File: src/rtl/mem_port_arbiter.sv
// Single-port memory arbiter between instruction fetch and load/store.
// Data has priority; a streak counter bounds fetch starvation; a watchdog aborts hung accesses.
module mem_port_arbiter #(
    parameter int unsigned AW         = 16,
    parameter int unsigned DW         = 16,
    parameter int unsigned MAX_STREAK = 4,
    parameter int unsigned TIMEOUT    = 64
) (
    input  logic          clk,
    input  logic          rst,
    input  logic          halt_sys,
    input  logic          i_req,
    input  logic [AW-1:0] i_addr,
    output logic          i_done,
    output logic [DW-1:0] i_rdata,
    input  logic          d_req,
    input  logic          d_we,
    input  logic [AW-1:0] d_addr,
    input  logic [DW-1:0] d_wdata,
    output logic          d_done,
    output logic [DW-1:0] d_rdata,
    output logic          mem_req,
    output logic          mem_we,
    output logic [AW-1:0] mem_addr,
    output logic [DW-1:0] mem_wdata,
    input  logic [DW-1:0] mem_rdata,
    input  logic          mem_ready,
    output logic          fetch_wait,
    output logic          err
);

    typedef enum logic [1:0] {
        IDLE   = 2'd0,
        BUSY_I = 2'd1,
        BUSY_D = 2'd2
    } state_t;

    localparam logic [3:0] STREAK_MAX = 4'(MAX_STREAK);
    localparam logic [7:0] WDOG_LAST  = 8'(TIMEOUT - 1);

    state_t        state_q, state_d;
    logic [3:0]    streak_q, streak_d;
    logic [7:0]    wdog_q, wdog_d;
    logic          mem_req_q, mem_req_d;
    logic          mem_we_q, mem_we_d;
    logic [AW-1:0] mem_addr_q, mem_addr_d;
    logic [DW-1:0] mem_wdata_q, mem_wdata_d;
    logic          i_done_q, i_done_d;
    logic          d_done_q, d_done_d;
    logic [DW-1:0] i_rdata_q, i_rdata_d;
    logic [DW-1:0] d_rdata_q, d_rdata_d;
    logic          err_q, err_d;

    // A requester whose done pulse is visible now still holds req; mask it so it is not regranted.
    logic i_eff, d_eff, grant_i, grant_d;

    always_comb begin
        i_eff   = i_req & ~i_done_q;
        d_eff   = d_req & ~d_done_q;
        grant_d = d_eff & (~i_eff | (streak_q < STREAK_MAX));
        grant_i = i_eff & ~grant_d;
    end

    always_comb begin
        state_d     = state_q;
        streak_d    = streak_q;
        wdog_d      = wdog_q;
        mem_req_d   = mem_req_q;
        mem_we_d    = mem_we_q;
        mem_addr_d  = mem_addr_q;
        mem_wdata_d = mem_wdata_q;
        i_done_d    = 1'b0;
        d_done_d    = 1'b0;
        i_rdata_d   = i_rdata_q;
        d_rdata_d   = d_rdata_q;
        err_d       = 1'b0;

        unique case (state_q)
            IDLE: begin
                if (!halt_sys) begin
                    if (grant_i || !i_req) begin
                        streak_d = '0;
                    end else if (grant_d && i_eff) begin
                        streak_d = streak_q + 4'd1;
                    end

                    if (grant_d) begin
                        state_d     = BUSY_D;
                        wdog_d      = '0;
                        mem_req_d   = 1'b1;
                        mem_we_d    = d_we;
                        mem_addr_d  = d_addr;
                        mem_wdata_d = d_wdata;
                    end else if (grant_i) begin
                        state_d     = BUSY_I;
                        wdog_d      = '0;
                        mem_req_d   = 1'b1;
                        mem_we_d    = 1'b0;
                        mem_addr_d  = i_addr;
                        mem_wdata_d = '0;
                    end
                end
            end

            BUSY_I, BUSY_D: begin
                // mem_ready takes precedence over an expiring watchdog in the same cycle.
                if (mem_ready) begin
                    state_d   = IDLE;
                    mem_req_d = 1'b0;
                    if (state_q == BUSY_I) begin
                        i_done_d  = 1'b1;
                        i_rdata_d = mem_rdata;
                    end else begin
                        d_done_d = 1'b1;
                        if (!mem_we_q) begin
                            d_rdata_d = mem_rdata;
                        end
                    end
                end else if (wdog_q == WDOG_LAST) begin
                    state_d   = IDLE;
                    mem_req_d = 1'b0;
                    err_d     = 1'b1;
                    if (state_q == BUSY_I) begin
                        i_done_d  = 1'b1;
                        i_rdata_d = '0;
                    end else begin
                        d_done_d  = 1'b1;
                        d_rdata_d = '0;
                    end
                end else begin
                    wdog_d = wdog_q + 8'd1;
                end
            end

            default: begin
                state_d = IDLE;
            end
        endcase
    end

    always_ff @(posedge clk or negedge rst) begin
        if (!rst) begin
            state_q     <= IDLE;
            streak_q    <= '0;
            wdog_q      <= '0;
            mem_req_q   <= 1'b0;
            mem_we_q    <= 1'b0;
            mem_addr_q  <= '0;
            mem_wdata_q <= '0;
            i_done_q    <= 1'b0;
            d_done_q    <= 1'b0;
            i_rdata_q   <= '0;
            d_rdata_q   <= '0;
            err_q       <= 1'b0;
        end else begin
            state_q     <= state_d;
            streak_q    <= streak_d;
            wdog_q      <= wdog_d;
            mem_req_q   <= mem_req_d;
            mem_we_q    <= mem_we_d;
            mem_addr_q  <= mem_addr_d;
            mem_wdata_q <= mem_wdata_d;
            i_done_q    <= i_done_d;
            d_done_q    <= d_done_d;
            i_rdata_q   <= i_rdata_d;
            d_rdata_q   <= d_rdata_d;
            err_q       <= err_d;
        end
    end

    assign mem_req    = mem_req_q;
    assign mem_we     = mem_we_q;
    assign mem_addr   = mem_addr_q;
    assign mem_wdata  = mem_wdata_q;
    assign i_done     = i_done_q;
    assign d_done     = d_done_q;
    assign i_rdata    = i_rdata_q;
    assign d_rdata    = d_rdata_q;
    assign err        = err_q;
    assign fetch_wait = i_req & ~i_done_q;

endmodule

File: config.mk
export PLATFORM = sky130hd
export DESIGN_NAME = mem_port_arbiter
export DESIGN_NICKNAME = d
export VERILOG_FILES = /design/src/rtl/mem_port_arbiter.sv
export SDC_FILE = /design/constraint.sdc
export NUM_CORES = 1
export LEC_CHECK = 0
export CORE_MARGIN = 8
export CORE_UTILIZATION = 45
export DETAILED_ROUTE_END_ITERATION = 10
export HOLD_SLACK_MARGIN = 0.06
export PLACE_DENSITY_LB_ADDON = 0.25
export SYNTH_ARGS = -nofsm -noshare
export SYNTH_HDL_FRONTEND = slang
export SYNTH_SLANG_ARGS = --single-unit
File: constraint.sdc
create_clock -name clk -period 2.95 [get_ports clk]
set_clock_uncertainty 0.15 [all_clocks]
set_input_delay 0.885 -clock clk [delete_from_list [all_inputs] [get_ports clk]]
set_output_delay 0.885 -clock clk [all_outputs]
set_load 0.03 [all_outputs]
* After elaboration in Yosys (flattened, before gate mapping)
Cells that the tools add are included.
** Storage, ports and cells
- Register bits after elaboration :: 83
- Logic and storage cells :: 97
- Bits of input ports :: 71
- Output and inout port bits :: 70
** Operators by class
- $add $sub $neg :: 2
- Reductions and logical operators :: 16
- Magnitude comparators :: 1
- Equality and inequality tests :: 9
- Muxes and demuxes :: 46
- Bitwise gates (word level) :: 11
** Operator list (number)
- $mux W16 :: 13
- $mux W8 :: 5
- $mux W1 :: 18
- $pmux W8 S2 :: 1
- $reduce_and A3 Y1 :: 4
- $mux W2 :: 5
- $add A8 B1 Y8 const B :: 1
- $eq A8 B6 Y1 const B :: 1
- $mux W4 :: 2
- $ne A2 B2 Y1 const B :: 4
- $reduce_and A4 Y1 :: 2
- $reduce_bool A2 Y1 :: 4
- $ne A3 B3 Y1 const B :: 2
- $not A1 Y1 :: 6
- $reduce_and A5 Y1 :: 1
- $add A4 B1 Y4 const B :: 1
- $and A1 B1 Y1 :: 4
- $lt A4 B3 Y1 const B :: 1
- $pmux W2 S2 :: 1
- $eq A2 B1 Y1 const B :: 1
- $eq A2 B2 Y1 const B :: 1
- $logic_not A2 Y1 :: 1
- $pmux W1 S2 :: 1
- $reduce_or A2 Y1 :: 1
- other kinds (4) :: 4

* Depth between registers and ports, before layout
- Depth after elaboration :: 11
- Gate-level depth with buffers :: 9
- Depth with buffers taken out :: 6

* Least setup slack after synthesis
No wires, ideal clock.
- Path kind :: input-to-output
- Start :: input port i_req
- End :: output port fetch_wait
- Slack :: 537 ps
- Arrival :: 1378 ps
- Stages on the path :: 3
- Required time :: 1915 ps
- Buffers on the path :: 1
- Cells stage by stage :: nand2b_1 -> clkbuf_1 -> inv_1
** On the way
- Word-level cells in the longest chain between the ends :: 1
** RTL lines
- start, declared :: RTL line 12 : input logic i_req,
- $and A1 B1 Y1 :: RTL line 180 : assign fetch_wait = i_req & ~i_done_q;
- end, declared :: RTL line 28 : output logic fetch_wait,
Every way passes these cells.

* Worst setup path after layout
Same ends and word-level chain as after synthesis.

==> impl_metrics.json <==
{
  "status": "finished, final reports clean",
  "drt_iter0_drc": 88,
  "syn_nets": 418,
  "finalNetCount": 563,
  "synth.yosys.seq_area_share_pct": 54.57,
  "io_pins": 141,
  "cts.path.max_buffers": 2,
  "synth-seq-cells": 83,
  "synth_compound_area_share_pct": 10.59,
  "rows": 33,
  "crit_path_start_kind": "primary input",
  "die_w_um": 108.0,
  "period_share_pct": 92.50,
  "cp.required_ps": 1920,
  "syn_area_um2": 3806,
  "setup_viol": 0,
  "port_buffers": 140,
  "reg2reg_to": "d_rdata[13]",
  "synth_cell_types": 41,
  "fillers": 616,
  "maxCapViolCount": 0,
  "syn_area_per_cell_um2": 11.10,
  "fmax_mhz": 366.5,
  "dp_hpwl_mm": 7.358,
  "utilization_pct": 68.17,
  "initial_utilization_pct": 46.32,
  "timing_worst_slew_pin_value_ps": 392.5,
  "dieArea_um2": 11660,
  "finalMaxSlewViolations": 0,
  "core_um2": 8217,
  "fin_crit_ps": 2729,
  "ff2ff_path_depth": 6,
  "synth-edff-count": 0,
  "synth_top_family_by_area": "multiplexers",
  "slew_headroom_pct": 73.68,
  "synth_xor_area_share_pct": 0,
  "cp-end-kind": "output pin",
  "clock_sink_count": 83,
  "p_total_uw": 5830,
  "rsz0062_at_grt": "false",
  "wire_per_inst_um": 16.32,
  "yosys.area_share.simple_pct": 14.69,
  "total_leakage_power_uw": 0.002505,
  "numCtsBuffers": 9,
  "async_flop_share_pct": 100.0,
  "clock_latency_ps": 340,
  "totalNegativeSetupSlack_ps": 0,
  "r2r-start": "state_q[0]",
  "gr-usage-all-layers_pct": 17.01,
  "cts-root-buf": "clkbuf_8",
  "die_h_um": 108.0,
  "grt_remaining_overflow": 0,
  "htreeDepth": 3,
  "endpoint": "fetch_wait",
  "syn_inst": 343,
  "vias_per_cell": 5.077,
  "critPathKind": "in -> out",
  "syn_to_final_growth_pct": 47.17,
  "power_density_nw_per_um2": 1041,
  "grt_max_degree": 67,
  "regToRegSetupSlack_ps": 740,
  "vias": 3036,
  "synthAdderAreaFrac_pct": 1.315,
  "synth_ff_type": "dfrtp_1",
  "first_pass_iters": 5,
  "postCtsSetupBuffers": 0,
  "hold_class": "in -> async",
  "hold_buffers": 0,
  "drc": 0,
  "ant_nets": 0,
  "cp_max_fo": 2,
  "antenna_found_initial": 0,
  "cts_resized": 0,
  "gp_congestion": 0.8027,
  "finalHoldViolations": 0,
  "yosysWarnings": 0,
  "first_global_vias": 3100,
  "arrival_ps": 1690,
  "clk_pin_slew_ps": 90,
  "diodes": 0,
  "grt_pass1_wl_mm": 15.87,
  "crit_start": "i_req",
  "cts_tree": "yes",
  "wl_mm": 9.761,
  "irDropWorstVdd_mv": 0.5364,
  "multi_input_area_um2": 1595,
  "seq_area_um2": 2077,
  "drive_above_1_share_pct": 14.60,
  "muxShareOfSynthArea_pct": 14.92
}
## cell type report
cell class | instances | share of cell area, %
multi-input combinational | 230 | 28.48
inverter | 10 | 0.6701
clock buffer | 10 | 2.457
sequential | 83 | 37.08
timing repair buffer | 154 | 27.70
tap | 105 | 2.345
clock inverter | 6 | 1.273
## state kept, by name, indices dropped and copies added (netlist names)
signal,cells
streak_q,4
mem_addr,16
err,1
d_rdata,16
mem_wdata,16
mem_req,1
wdog_q,8
i_rdata,16
i_done,1
state_q,2
d_done,1
mem_we,1
## critical path: stages
cell             delay, ps
clkdlybuf4s50_1        480
nand2b_1                90
inv_1                   80
buf_4                  160
## cells in the final DEF (no fill, tap or decap), types with 9 or more instances in the layout
cell,Yosys,final
mux2_2,22,22
nand2_1,60,60
nand3_1,9,9
dfrtp_1,83,83
inv_1,10,10
clkbuf_8,0,10
and2_1,18,18
mux2i_1,17,17
buf_4,1,12
clkdlybuf4s50_1,0,138
mux2_4,10,10
o21ai_0,39,37
## synth_stat cells (2+ instances only)
master | count | area (um^2)
dfrtp_1 | 83 | 2077
nand2_1 | 60 | 225.2
o21ai_0 | 39 | 195.2
mux2_2 | 22 | 247.7
and2_1 | 18 | 112.6
mux2i_1 | 17 | 170.2
clkbuf_1 | 10 | 37.54
inv_1 | 10 | 37.54
mux2_4 | 10 | 150.1
nand3_1 | 9 | 45.04
a31oi_1 | 7 | 43.79
buf_2 | 7 | 35.03
nor2_1 | 7 | 26.28
ha_1 | 4 | 50.05
nand2b_1 | 4 | 25.02
nor2b_1 | 3 | 18.77
o221ai_1 | 3 | 26.28
a21oi_1 | 2 | 10.01
a32o_1 | 2 | 20.02
nand3_2 | 2 | 20.02
nor4_1 | 2 | 12.51
o21a_1 | 2 | 15.01
or3_1 | 2 | 12.51
## per-layer routing
metal / GRT usage [%] / wire length [um] / up-vias
met5: 0 / 0 / -
met2: 28.64 / 4889 / 84
met4: 7.037 / 159 / 0
met3: 4.521 / 657 / 13
li1: - / - / 1478
met1: 20.14 / 4055 / 1461
## power by group
| part | internal [uW] | leakage [uW] | switching [uW] |
|---|---|---|---|
| Combinational | 1380 | 0.00132 | 1720 |
| Clock | 422 | 0.0000995 | 429 |
| Sequential | 1610 | 0.00108 | 268 |
| Total | 3410 | 0.00251 | 2420 |
## worst min-delay path by stage
stage | endpoint | slack, ps | cells past startpoint
final | mem_addr[13] | 240 | 1
after global routing | d_rdata[6] | 230 | 1
after CTS | mem_addr[13] | 230 | 1
after detailed placement | mem_addr[15] | 320 | 2
after global placement | mem_wdata[3] | 310 | 2
after floorplan | state_q[1] | 320 | 1
## cells by family (layout without fill, tap and decap cells)
kind of cell	Yosys count	in the layout
fa+ha+maj	4	4
flops	83	83
buf+inv	30	180
simple gates	113	113
compound gates	64	64
mux	49	49
## through the flow
stage          setup WS, ps  hold slack (ps)  instance area (um^2)  cells
2_1_floorplan         536.5            315.8                  3806    343
3_3_place_gp          167.5            310.3                  5393    582
3_5_place_dp          132.2            320.2                  5393    582
4_1_cts               209.0            234.8                  5602    598
5_1_grt               159.7            233.0                  5602    598
6_report              221.3            239.6                  5602    598
(Power assumes the default switching activity.)
